===== config.mk =====
export PLATFORM = sky130hd
export DESIGN_NAME = imm_gen_pipe_flat
export DESIGN_NICKNAME = d
export VERILOG_FILES = /design/src/rtl/imm_gen_pipe_if.sv /design/src/rtl/imm_gen_pipe.sv /design/src/flat_wrapper.sv
export SDC_FILE = /design/constraint.sdc
export NUM_CORES = 1
export LEC_CHECK = 0
export CAP_MARGIN = 20
export CORE_AREA = 5 5 92 94
export DETAILED_ROUTE_END_ITERATION = 8
export DIE_AREA = 0 0 97 99
export PLACE_DENSITY = 0.46
export SYNTH_ARGS = -nofsm -noshare
export SYNTH_HDL_FRONTEND = slang
export SYNTH_SLANG_ARGS = --single-unit

===== constraint.sdc =====
create_clock -name clk -period 4.8 [get_ports clk]
set_clock_uncertainty 0.15 [all_clocks]
set_input_delay 1.44 -clock clk [delete_from_list [all_inputs] [get_ports clk]]
set_output_delay 1.44 -clock clk [all_outputs]
set_load 0.05 [all_outputs]

===== src/rtl/imm_gen_pipe_if.sv =====
// Valid/ready bus around the immediate generator: instruction in, immediate/format out.
// out_illegal exists only when IMMGEN_ILLEGAL_EN is defined.
interface imm_gen_pipe_if #(
  parameter int XLEN = 32
);
  logic            in_valid;
  logic            in_ready;
  logic [31:0]     in_instr;
  logic            out_valid;
  logic            out_ready;
  logic [XLEN-1:0] out_imm;
  logic [2:0]      out_type;
`ifdef IMMGEN_ILLEGAL_EN
  logic            out_illegal;
`endif

  modport slave (
    input  in_valid, in_instr, out_ready,
`ifdef IMMGEN_ILLEGAL_EN
    output out_illegal,
`endif
    output in_ready, out_valid, out_imm, out_type
  );

  modport master (
    output in_valid, in_instr, out_ready,
`ifdef IMMGEN_ILLEGAL_EN
    input  out_illegal,
`endif
    input  in_ready, out_valid, out_imm, out_type
  );
endinterface


===== src/rtl/imm_gen_pipe.sv =====
// Pipelined RISC-V I/S/B/U/J immediate generator with elastic valid/ready stages.
// Optional illegal-encoding flag: define IMMGEN_ILLEGAL_EN.
module imm_gen_pipe #(
  parameter int XLEN   = 32,
  parameter int STAGES = 1
) (
  input  logic           clk,
  input  logic           rst_n,
  imm_gen_pipe_if.slave  bus
);

  localparam logic [2:0] T_NONE = 3'd0;
  localparam logic [2:0] T_I    = 3'd1;
  localparam logic [2:0] T_S    = 3'd2;
  localparam logic [2:0] T_B    = 3'd3;
  localparam logic [2:0] T_U    = 3'd4;
  localparam logic [2:0] T_J    = 3'd5;

  function automatic logic [XLEN-1:0] sext32(input logic signed [31:0] v);
    return XLEN'(v);
  endfunction

  logic [31:0]     w_instr;
  logic [6:0]      w_op;
  logic [XLEN-1:0] w_imm_p0;
  logic [2:0]      w_type_p0;
`ifdef IMMGEN_ILLEGAL_EN
  logic            w_known;
  logic            w_ill_p0;
`endif

  assign w_instr = bus.in_instr;
  assign w_op    = w_instr[6:0];

  always_comb begin
    w_imm_p0  = '0;
    w_type_p0 = T_NONE;
`ifdef IMMGEN_ILLEGAL_EN
    w_known   = 1'b1;
`endif
    case (w_op)
      7'b0010011, 7'b0000011, 7'b1100111: begin
        w_type_p0 = T_I;
        w_imm_p0  = sext32({{20{w_instr[31]}}, w_instr[31:20]});
      end
      7'b0011011: begin
        if (XLEN == 64) begin
          w_type_p0 = T_I;
          w_imm_p0  = sext32({{20{w_instr[31]}}, w_instr[31:20]});
        end
`ifdef IMMGEN_ILLEGAL_EN
        else begin
          w_known = 1'b0;
        end
`endif
      end
      7'b0100011: begin
        w_type_p0 = T_S;
        w_imm_p0  = sext32({{20{w_instr[31]}}, w_instr[31:25], w_instr[11:7]});
      end
      7'b1100011: begin
        w_type_p0 = T_B;
        w_imm_p0  = sext32({{19{w_instr[31]}}, w_instr[31], w_instr[7],
                            w_instr[30:25], w_instr[11:8], 1'b0});
      end
      7'b0110111, 7'b0010111: begin
        w_type_p0 = T_U;
        w_imm_p0  = sext32({w_instr[31:12], 12'b0});
      end
      7'b1101111: begin
        w_type_p0 = T_J;
        w_imm_p0  = sext32({{11{w_instr[31]}}, w_instr[31], w_instr[19:12],
                            w_instr[20], w_instr[30:21], 1'b0});
      end
`ifdef IMMGEN_ILLEGAL_EN
      // Recognised opcodes that simply carry no immediate.
      7'b0110011, 7'b0111011, 7'b0001111, 7'b1110011: begin
        w_known = 1'b1;
      end
`endif
      default: begin
`ifdef IMMGEN_ILLEGAL_EN
        w_known = 1'b0;
`endif
      end
    endcase
  end

`ifdef IMMGEN_ILLEGAL_EN
  // Unknown opcodes already decode to imm 0 / NONE, so only the flag is added.
  assign w_ill_p0 = !w_known || (w_instr[1:0] != 2'b11);
`endif

  logic [STAGES-1:0] r_vld_p;
  logic [XLEN-1:0]   r_imm_p  [STAGES];
  logic [2:0]        r_type_p [STAGES];
`ifdef IMMGEN_ILLEGAL_EN
  logic [STAGES-1:0] r_ill_p;
`endif
  logic [STAGES:0]   w_rdy;

  // Stage k may load if the consumer is ready or any stage from k onward is empty.
  assign w_rdy[STAGES] = bus.out_ready;
  for (genvar k = 0; k < STAGES; k++) begin : g_rdy
    assign w_rdy[k] = bus.out_ready | ~(&r_vld_p[STAGES-1:k]);
  end

  // ---- stage boundary: decode -> p[0] -> ... -> p[STAGES-1] ----
  always_ff @(posedge clk or negedge rst_n) begin
    if (!rst_n) begin
      r_vld_p <= '0;
`ifdef IMMGEN_ILLEGAL_EN
      r_ill_p <= '0;
`endif
      for (int k = 0; k < STAGES; k++) begin
        r_imm_p[k]  <= '0;
        r_type_p[k] <= T_NONE;
      end
    end else begin
      for (int k = 0; k < STAGES; k++) begin
        if (w_rdy[k]) begin
          if (k == 0) begin
            r_vld_p[k]  <= bus.in_valid;
            r_imm_p[k]  <= w_imm_p0;
            r_type_p[k] <= w_type_p0;
`ifdef IMMGEN_ILLEGAL_EN
            r_ill_p[k]  <= w_ill_p0;
`endif
          end else begin
            r_vld_p[k]  <= r_vld_p[k-1];
            r_imm_p[k]  <= r_imm_p[k-1];
            r_type_p[k] <= r_type_p[k-1];
`ifdef IMMGEN_ILLEGAL_EN
            r_ill_p[k]  <= r_ill_p[k-1];
`endif
          end
        end
      end
    end
  end

  assign bus.in_ready  = w_rdy[0];
  assign bus.out_valid = r_vld_p[STAGES-1];
  assign bus.out_imm   = r_imm_p[STAGES-1];
  assign bus.out_type  = r_type_p[STAGES-1];
`ifdef IMMGEN_ILLEGAL_EN
  assign bus.out_illegal = r_ill_p[STAGES-1];
`endif

endmodule


===== src/flat_wrapper.sv =====
// flat-port wrapper written by rule: the top's interface ports become plain ports
module imm_gen_pipe_flat 
#(
  parameter int XLEN   = 32,
  parameter int STAGES = 1
)
  (clk, rst_n, bus_in_valid, bus_in_instr, bus_out_ready, bus_in_ready, bus_out_valid, bus_out_imm, bus_out_type);
  imm_gen_pipe_if #(.XLEN(XLEN)) bus_i ();
  input  logic clk;
  input  logic rst_n;
  input wire logic [$bits(bus_i.in_valid)-1:0] bus_in_valid;
  input wire logic [$bits(bus_i.in_instr)-1:0] bus_in_instr;
  input wire logic [$bits(bus_i.out_ready)-1:0] bus_out_ready;
  output wire logic [$bits(bus_i.in_ready)-1:0] bus_in_ready;
  output wire logic [$bits(bus_i.out_valid)-1:0] bus_out_valid;
  output wire logic [$bits(bus_i.out_imm)-1:0] bus_out_imm;
  output wire logic [$bits(bus_i.out_type)-1:0] bus_out_type;
  assign bus_i.in_valid = bus_in_valid;
  assign bus_i.in_instr = bus_in_instr;
  assign bus_i.out_ready = bus_out_ready;
  assign bus_in_ready = bus_i.in_ready;
  assign bus_out_valid = bus_i.out_valid;
  assign bus_out_imm = bus_i.out_imm;
  assign bus_out_type = bus_i.out_type;
  imm_gen_pipe #(.XLEN(XLEN), .STAGES(STAGES)) u_core (.clk(clk), .rst_n(rst_n), .bus(bus_i));
endmodule

Word level (Yosys, flattened, before mapping):

Cells that the tools add are included.
W data, S select, Z words.

* flip-flop bits (word level): 36
* input bits: 36
* ROM bits: 0
* latch bits: 0
* memories kept: 0
* word-level logic and storage cells: 17
* bits in writable memories: 0

* eq/ne operators: 8
* order comparisons: 0
* add/subtract/negate cells: 0
* multipliers: 0
* bitwise logic cells: 2
* div/mod/pow operators: 0
* muxes and demuxes: 2
* shift operators: 0
* reduce and logical (&&, ||, !) cells: 2

Operator list (count)
* $pmux W32 S5: 1
* $eq A7 B7 Y1 const B: 3
* $pmux W3 S5: 1
* $eq A7 B5 Y1 const B: 2
* $eq A7 B6 Y1 const B: 2
* $eq A7 B2 Y1 const B: 1
* $reduce_or A3 Y1: 1
* $reduce_or A2 Y1: 1
* $not A1 Y1: 1
* $or A1 B1 Y1: 1

Longest topological paths before layout:

Gate-level depths: netlist of the first run.

* word-level depth: 3
* gate-level depth with buffers: 6
* mapped depth without buffers: 5

Least setup slack after synthesis of the first run:

Ideal clock, no wire load.

* path type: input -> output
* start: in bus_out_ready
* end: out bus_in_ready
* required time: 3210 ps
* path slack: 945 ps
* stages on the path: 3
* path buffers: 1
* arrival: 2265 ps
* path through: nor2b_1 inv_1 clkbuf_1

* longest elaborated chain between the ends: 1

Ends and longest elaborated chain
* start: declaration: line flat_wrapper.sv:13 `input wire logic [$bits(bus_i.out_ready)-1:0] bus_out_ready;`
* $or A1 B1 Y1: line imm_gen_pipe.sv:105 `assign w_rdy[k] = bus.out_ready | ~(&r_vld_p[STAGES-1:k]);`
* end: declaration: line flat_wrapper.sv:14 `output wire logic [$bits(bus_i.in_ready)-1:0] bus_in_ready;`

Every way passes these cells.

Worst setup path in the final report of the first run:

Ends and elaborated chain as after synthesis.

==> results.md, run 1 <==
* Placed instance count at 331
* Adder-cell share of the synthesized area at 0
* Initial DRC Count at 39
* Area grow syn2layout at 53.6%
* Die Span Y at 99 µm
* Total power at 0.685 mW
* GP Congestion at 0.692
* Post-CTS Hold Fix Bufs at 0
* Max-slew violation count at 0
* R2r worst-path depth at 6
* Final instance area at 0.00259 mm²
* Worst reg2reg path endpoint: u_core.bus.out_imm[19]
* Final HPWL DP at 3.57 mm
* Pre-antenna DRT Iters at 4
* Switching part of the total at 0.297
* Largest net degree at the start of global routing at 37
* Headroom to the max-slew limit at 0.438
* Capture point of the critical path: bus_in_ready
* Vias/cell at 4.50
* Syn nets at 200
* Unique masters post-synth at 37
* Ys async rst share at 1.00
* Placed instance area at 0.00249 mm²
* # port buffers at 72
* Die width at 97 µm
* Final setup fails at 0
* CTS clk-pin slew, worst paths at 0.08 ns
* Critical Path Start Type: primary input
* CTS tree: done
* Number of clock sinks at 36
* CP required at 3.21 ns
* Num rows at 32
* Main combinational cell family by area after synthesis: compound AO/OA/AOI/OAI gates
* Crit Path Category: primary input to output port
* Hold Violations, Final at 0
* Number of synthesized flops with an enable pin at 0
* Seq cells post-synth at 36
* Post-synthesis simple-gate area fraction at 0.174
* GRT overflow at 0
* Reg2Reg Setup Slack at 2.86 ns
* RSZ-0062 raised after global routing: false
* Max rail drop VDD at 82.8 µV
* Worst path max stage delay at 0.48 ns
* Power Density at 265 mW/mm²
* Compound-Gate Fraction of Synth Area at 0.243
* Crit. End Element: output port
* Drt total wl at 5.16 mm
* Most frequent cell after synthesis: dfrtp_1
* Worst-Skew Late Latency at 0.28 ns
* Residual DRC count at 0
* Seq/Total Area, Yosys at 0.535
* TNS Setup at 0 ns
* GR Util All Layers at 0.111
* Initial antenna violation count at 0
* CTS Root Buffer Type: clkbuf_8
* Vias in the first global route at 1,666
* Area contributors post-synth: dfrtp_1 (53%), a22oi_1 (6.7%), nand2_1 (5.6%)
* CP startpoint: bus_out_ready
* Synthesized instance count at 164
* Wirelength per Cell at 15.2 µm
* XOR/XNOR share of the synthesized area at 0
* Crit-path cells: clkdlybuf4s50_1 > nor2b_2 > inv_1 > buf_4
* Worst r2r src: u_core.bus.out_valid
* Minimum clock period at 3.86 ns
* Fin crit share at 0.804
* CTS resizes at 0
* Routed vias at 1,526
* Setup bufs post-CTS at 0
* Die ar. at 0.00960 mm²
* Max FO, Critical Path at 2
* Synth Warn # at 0
* Post-route ant nets at 0
* CTS buffer count at 5
* Layout cells sized above 1 at 0.0970
* Dominant cell type by area after synthesis: dfrtp_1
* First-pass GRT wire length at 8.75 mm
* Post-layout nets at 272
* P_int at 0.482 mW
* Slowest CP cell: clkdlybuf4s50_1
* Leakage power at 1.03 nW
* Dominant synthesized flop cell: dfrtp_1
* Avg Cell Area, Syn at 10.3 µm²
* Max_cap viols at 0
* Finished Layout Cells at 339
* Critical path arrival at 2.27 ns
* Core Area at 0.00757 mm²
* Synthesized area at 0.00168 mm²
* Share of the synthesized area in the top cell type at 0.535
* Clock power share at 0.346
* Comb power frac at 0.192
* Seq pwr share at 0.462
* Status: finished clean
* Longest Clk Path Bufs at 2
* H-tree levels at 2
* Starting Density at 0.223
* Most frequent cells after synthesis: dfrtp_1 (36), nand2_1 (25), o21ai_1 (18), a22oi_1 (15), a21oi_1 (10)
* Worst Tran Pin Value at 0.843 ns
* Hold Path Class: flop to flop
* Post-synthesis mux area share at 0.00594
* # diodes at 0
* Sw Pwr at 0.203 mW
* IO Count at 73
* Peak Freq at 259 MHz
[stage by stage]
| step | util | setup slack (ns) | hold slack [ns] |
|---|---|---|---|
| 2_1_floorplan | - | 0.945 | 0.590 |
| 3_3_place_gp | 0.329 | 0.930 | 0.301 |
| 3_5_place_dp | 0.329 | 0.933 | 0.309 |
| 4_1_cts | 0.342 | 0.926 | 0.335 |
| 5_1_grt | 0.342 | 0.881 | 0.362 |
| 6_report | 0.342 | 0.941 | 0.326 |
[cells by family after synthesis]
| family | count (synthesis) |
|---|---|
| AO/OA/AOI/OAI | 61 |
| multiplexers | 1 |
| buffers and inverters | 13 |
| flip-flops | 36 |
| AND/OR/NAND/NOR | 53 |
[cell type report]
type	instances	area, µm²
Fill cell	783	4980
Sequential cell	36	901
Timing Repair Buffer	75	736
Multi-Input combinational cell	115	714
Tap cell	102	128
Clock buffer	6	82.6
Clock inverter	2	13.8
Inverter	3	11.3
[power groups by stage]
stage                     clock (mW)  sequential [mW]  combinational, mW
after floorplan                    0            0.353             0.0354
after detailed placement           0            0.322              0.133
after global routing           0.259            0.318              0.141
after global placement             0            0.322              0.133
after CTS                      0.248            0.316              0.134
final                          0.237            0.316              0.131
[registers in the layout, summed over array words and instances (netlist names)]
signal	flops
u_core.bus.out_valid	1
u_core.bus.out_imm	32
u_core.bus.out_type	3
[worst max-delay path, delay by kind of cell]
| kind | cells | cell delay (ns) |
|---|---|---|
| buffers and inverters | 3 | 0.78 |
| AND/OR/NAND/NOR | 1 | 0.05 |
[metal layers]
metal	GRT usage	vias to the layer above	wire length, µm
li1	-	744	-
met1	0.149	730	2500
met2	0.168	46	2320
met3	0.0396	6	280
met4	0.0292	0	61
met5	0	-	0
[placed cells by master, fill, tap and decap left out, types with 2 or more instances in the layout]
cell type,n
inv_1,3
o31ai_1,2
dfrtp_1,36
nand2b_1,2
buf_4,4
a22o_1,6
nor2b_1,2
a2111oi_0,2
a22oi_1,15
clkbuf_8,6
nor2_1,9
nand3_1,3
o21ai_1,18
clkdlybuf4s50_1,70
nand2_1,25
a21oi_1,10
[worst min-delay path by stage]
stage          cells after the start                endpoint              startpoint
2_1_floorplan                      2  u_core.bus.out_type[1]  u_core.bus.out_type[1]
3_3_place_gp                       2  u_core.bus.out_type[1]  u_core.bus.out_type[1]
3_5_place_dp                       2  u_core.bus.out_type[1]  u_core.bus.out_type[1]
4_1_cts                            2  u_core.bus.out_type[2]  u_core.bus.out_type[2]
5_1_grt                            2  u_core.bus.out_imm[31]  u_core.bus.out_imm[31]
6_report                           2  u_core.bus.out_type[2]  u_core.bus.out_type[2]
Note: power is estimated with default switching activity, not from simulation.
==> inputs of run 2 (changes only) <==
--- a/config.mk
+++ b/config.mk
@@ -9,7 +9,7 @@
 export CORE_AREA = 5 5 92 94
 export DETAILED_ROUTE_END_ITERATION = 8
 export DIE_AREA = 0 0 97 99
-export PLACE_DENSITY = 0.46
+export PLACE_DENSITY = 0.48
 export SYNTH_ARGS = -nofsm -noshare
 export SYNTH_HDL_FRONTEND = slang
 export SYNTH_SLANG_ARGS = --single-unit
==> constraint.sdc (replaced) <==
create_clock -name clk -period 3.5 [get_ports clk]
set_clock_uncertainty 0.15 [all_clocks]
set_input_delay 1.05 -clock clk [delete_from_list [all_inputs] [get_ports clk]]
set_output_delay 1.05 -clock clk [all_outputs]
set_load 0.05 [all_outputs]
==> results.md, run 2 (synthesis gave the netlist of run 1 again) <==
* Worst reg2reg path endpoint: u_core.bus.out_imm[12]
* Num rows at 32
* Longest Clk Path Bufs at 2
* Status: finished clean
* GRT overflow at 0
* Max-slew violation count at 0
* Leakage power at 1.03 nW
* RSZ-0062 raised after global routing: false
* Initial DRC Count at 65
* Final Core Density at 0.344
* CP required at 2.30 ns
* Drt total wl at 5.04 mm
* Wirelength per Cell at 14.7 µm
* Worst path max stage delay at 0.41 ns
* Area grow syn2layout at 54.8%
* Initial antenna violation count at 0
* Hold Startpoint: u_core.bus.out_type[2]
* Critical Path Start Type: primary input
* Die ar. at 0.00960 mm²
* Minimum clock period at 3.04 ns
* Largest net degree at the start of global routing at 37
* Post-CTS Hold Fix Bufs at 0
* Final HPWL DP at 3.64 mm
* Worst r2r src: u_core.bus.out_valid
* Crit-path leading delay family: buffers and inverters
* Final setup fails at 0
* Number of clock sinks at 36
* CTS clk-pin slew, worst paths at 0.07 ns
* Starting Density at 0.223
* Power Density at 354 mW/mm²
* Pre-antenna DRT Iters at 4
* Die width at 97 µm
* Max rail drop VDD at 169 µV
* Max FO, Critical Path at 2
* Vias/cell at 4.52
* Die Span Y at 99 µm
* Commonest non-fill, non-tap cells in the layout: clkdlybuf4s50_1 (70), dfrtp_1 (36), nand2_1 (25)
* Headroom to the max-slew limit at 0.462
* Hold Violations, Final at 0
* Number of flip-flops in the largest register at 32
* Worst Tran Pin Value at 0.807 ns
* Layout cells sized above 1 at 0.104
* TNS Setup at 0 ns
* # diodes at 0
* H-tree levels at 2
* R2r worst-path depth at 6
* IO Count at 73
* Routed vias at 1,547
* Slowest CP cell: clkdlybuf4s50_1
* Crit Path Category: primary input to output port
* Crit path buffers/inverters at 3
* Peak Freq at 329 MHz
* Post-route ant nets at 0
* Fin crit share at 0.869
* CTS Root Buffer Type: clkbuf_8
* Commonest non-fill, non-tap cell in the layout: clkdlybuf4s50_1
* Worst-Skew Late Latency at 0.27 ns
* Post-layout nets at 275
* GR Util All Layers at 0.111
* Reg2Reg Setup Slack at 1.63 ns
* CTS tree: done
* CTS buffer count at 5
* GP Congestion at 0.776
* CTS resizes at 0
* Vias in the first global route at 1,700
* Setup bufs post-CTS at 0
* Core Area at 0.00757 mm²
* # port buffers at 72
* Hold Path Cell Cnt at 2
* Max_cap viols at 0
* Hold Path Class: flop to flop
* First-pass GRT wire length at 8.76 mm
* Critical path arrival at 1.84 ns
* Residual DRC count at 0
* Worst Hold End: u_core.bus.out_type[2]
* Crit-path cells: clkdlybuf4s50_1 > nor2b_2 > inv_1 > buf_4
* Crit. End Element: output port
run 2: cell count changes in the layout (fill, tap and decap cells not counted), sizes merged:
cell | previous run | this run
buf | 5 | 8
clkbuf | 6 | 7
clkinv | 1 | 0
clkinvlp | 0 | 1
inv | 4 | 3
run 2: worst max path at each step:
stage | from | end | slack [ns] | cells past startpoint
floorplan | bus_out_ready | bus_in_ready | 0.43 | 3
global placement | bus_in_instr[2] | u_core.bus.out_imm[5] | 0.33 | 5
detailed placement | bus_in_instr[2] | u_core.bus.out_imm[12] | 0.34 | 5
CTS | bus_out_ready | bus_in_ready | 0.45 | 4
global route | bus_out_ready | bus_in_ready | 0.42 | 4
finish | bus_out_ready | bus_in_ready | 0.46 | 4
run 2: area by class of cell:
cell class                      instances  area [µm²]
Multi-Input combinational cell        115         714
Sequential cell                        36         901
Inverter                                3        11.3
Tap cell                              102         128
Timing Repair Buffer                   78         758
Fill cell                             774        4960
Clock inverter                          1        7.51
Clock buffer                            7        86.3
run 2: worst register-to-register path, delay by kind of cell, from the launching register on:
kind / cells / cell delay (ns)
AOI/OAI and AO/OA: 3 / 0.80
DFF: 1 / 0.37
buffers and inverters: 2 / 0.26
and+or+nand+nor: 1 / 0.15
run 2: where the power goes:
| group | total [mW] | leakage (nW) | internal [mW] | switching, mW |
|---|---|---|---|---|
| Sequential | 0.434 | 0.492 | 0.428 | 0.00645 |
| Combinational | 0.181 | 0.496 | 0.0736 | 0.108 |
| Clock | 0.308 | 0.0445 | 0.160 | 0.148 |
| Total | 0.923 | 1.03 | 0.661 | 0.262 |
run 2: per-layer routing:
metal,track usage,share of wire,wire length [µm],vias up
met1,0.143,0.46,2330,749
met2,0.181,0.48,2420,45
met3,0.0311,0.048,240,6
met4,0.0324,0.011,56,0
met5,0,0,0,-
li1,-,-,-,747
run 2: stage by stage:
| stage | power (mW) | hold WS [ns] | setup WS [ns] | cell area, µm² | instances |
|---|---|---|---|---|---|
| 2_1_floorplan | 0.533 | 0.590 | 0.425 | 1680 | 164 |
| 3_3_place_gp | 0.626 | 0.300 | 0.334 | 2510 | 334 |
| 3_5_place_dp | 0.626 | 0.305 | 0.341 | 2510 | 334 |
| 4_1_cts | 0.941 | 0.320 | 0.450 | 2610 | 342 |
| 5_1_grt | 0.967 | 0.353 | 0.415 | 2610 | 342 |
| 6_report | 0.923 | 0.318 | 0.459 | 2610 | 342 |
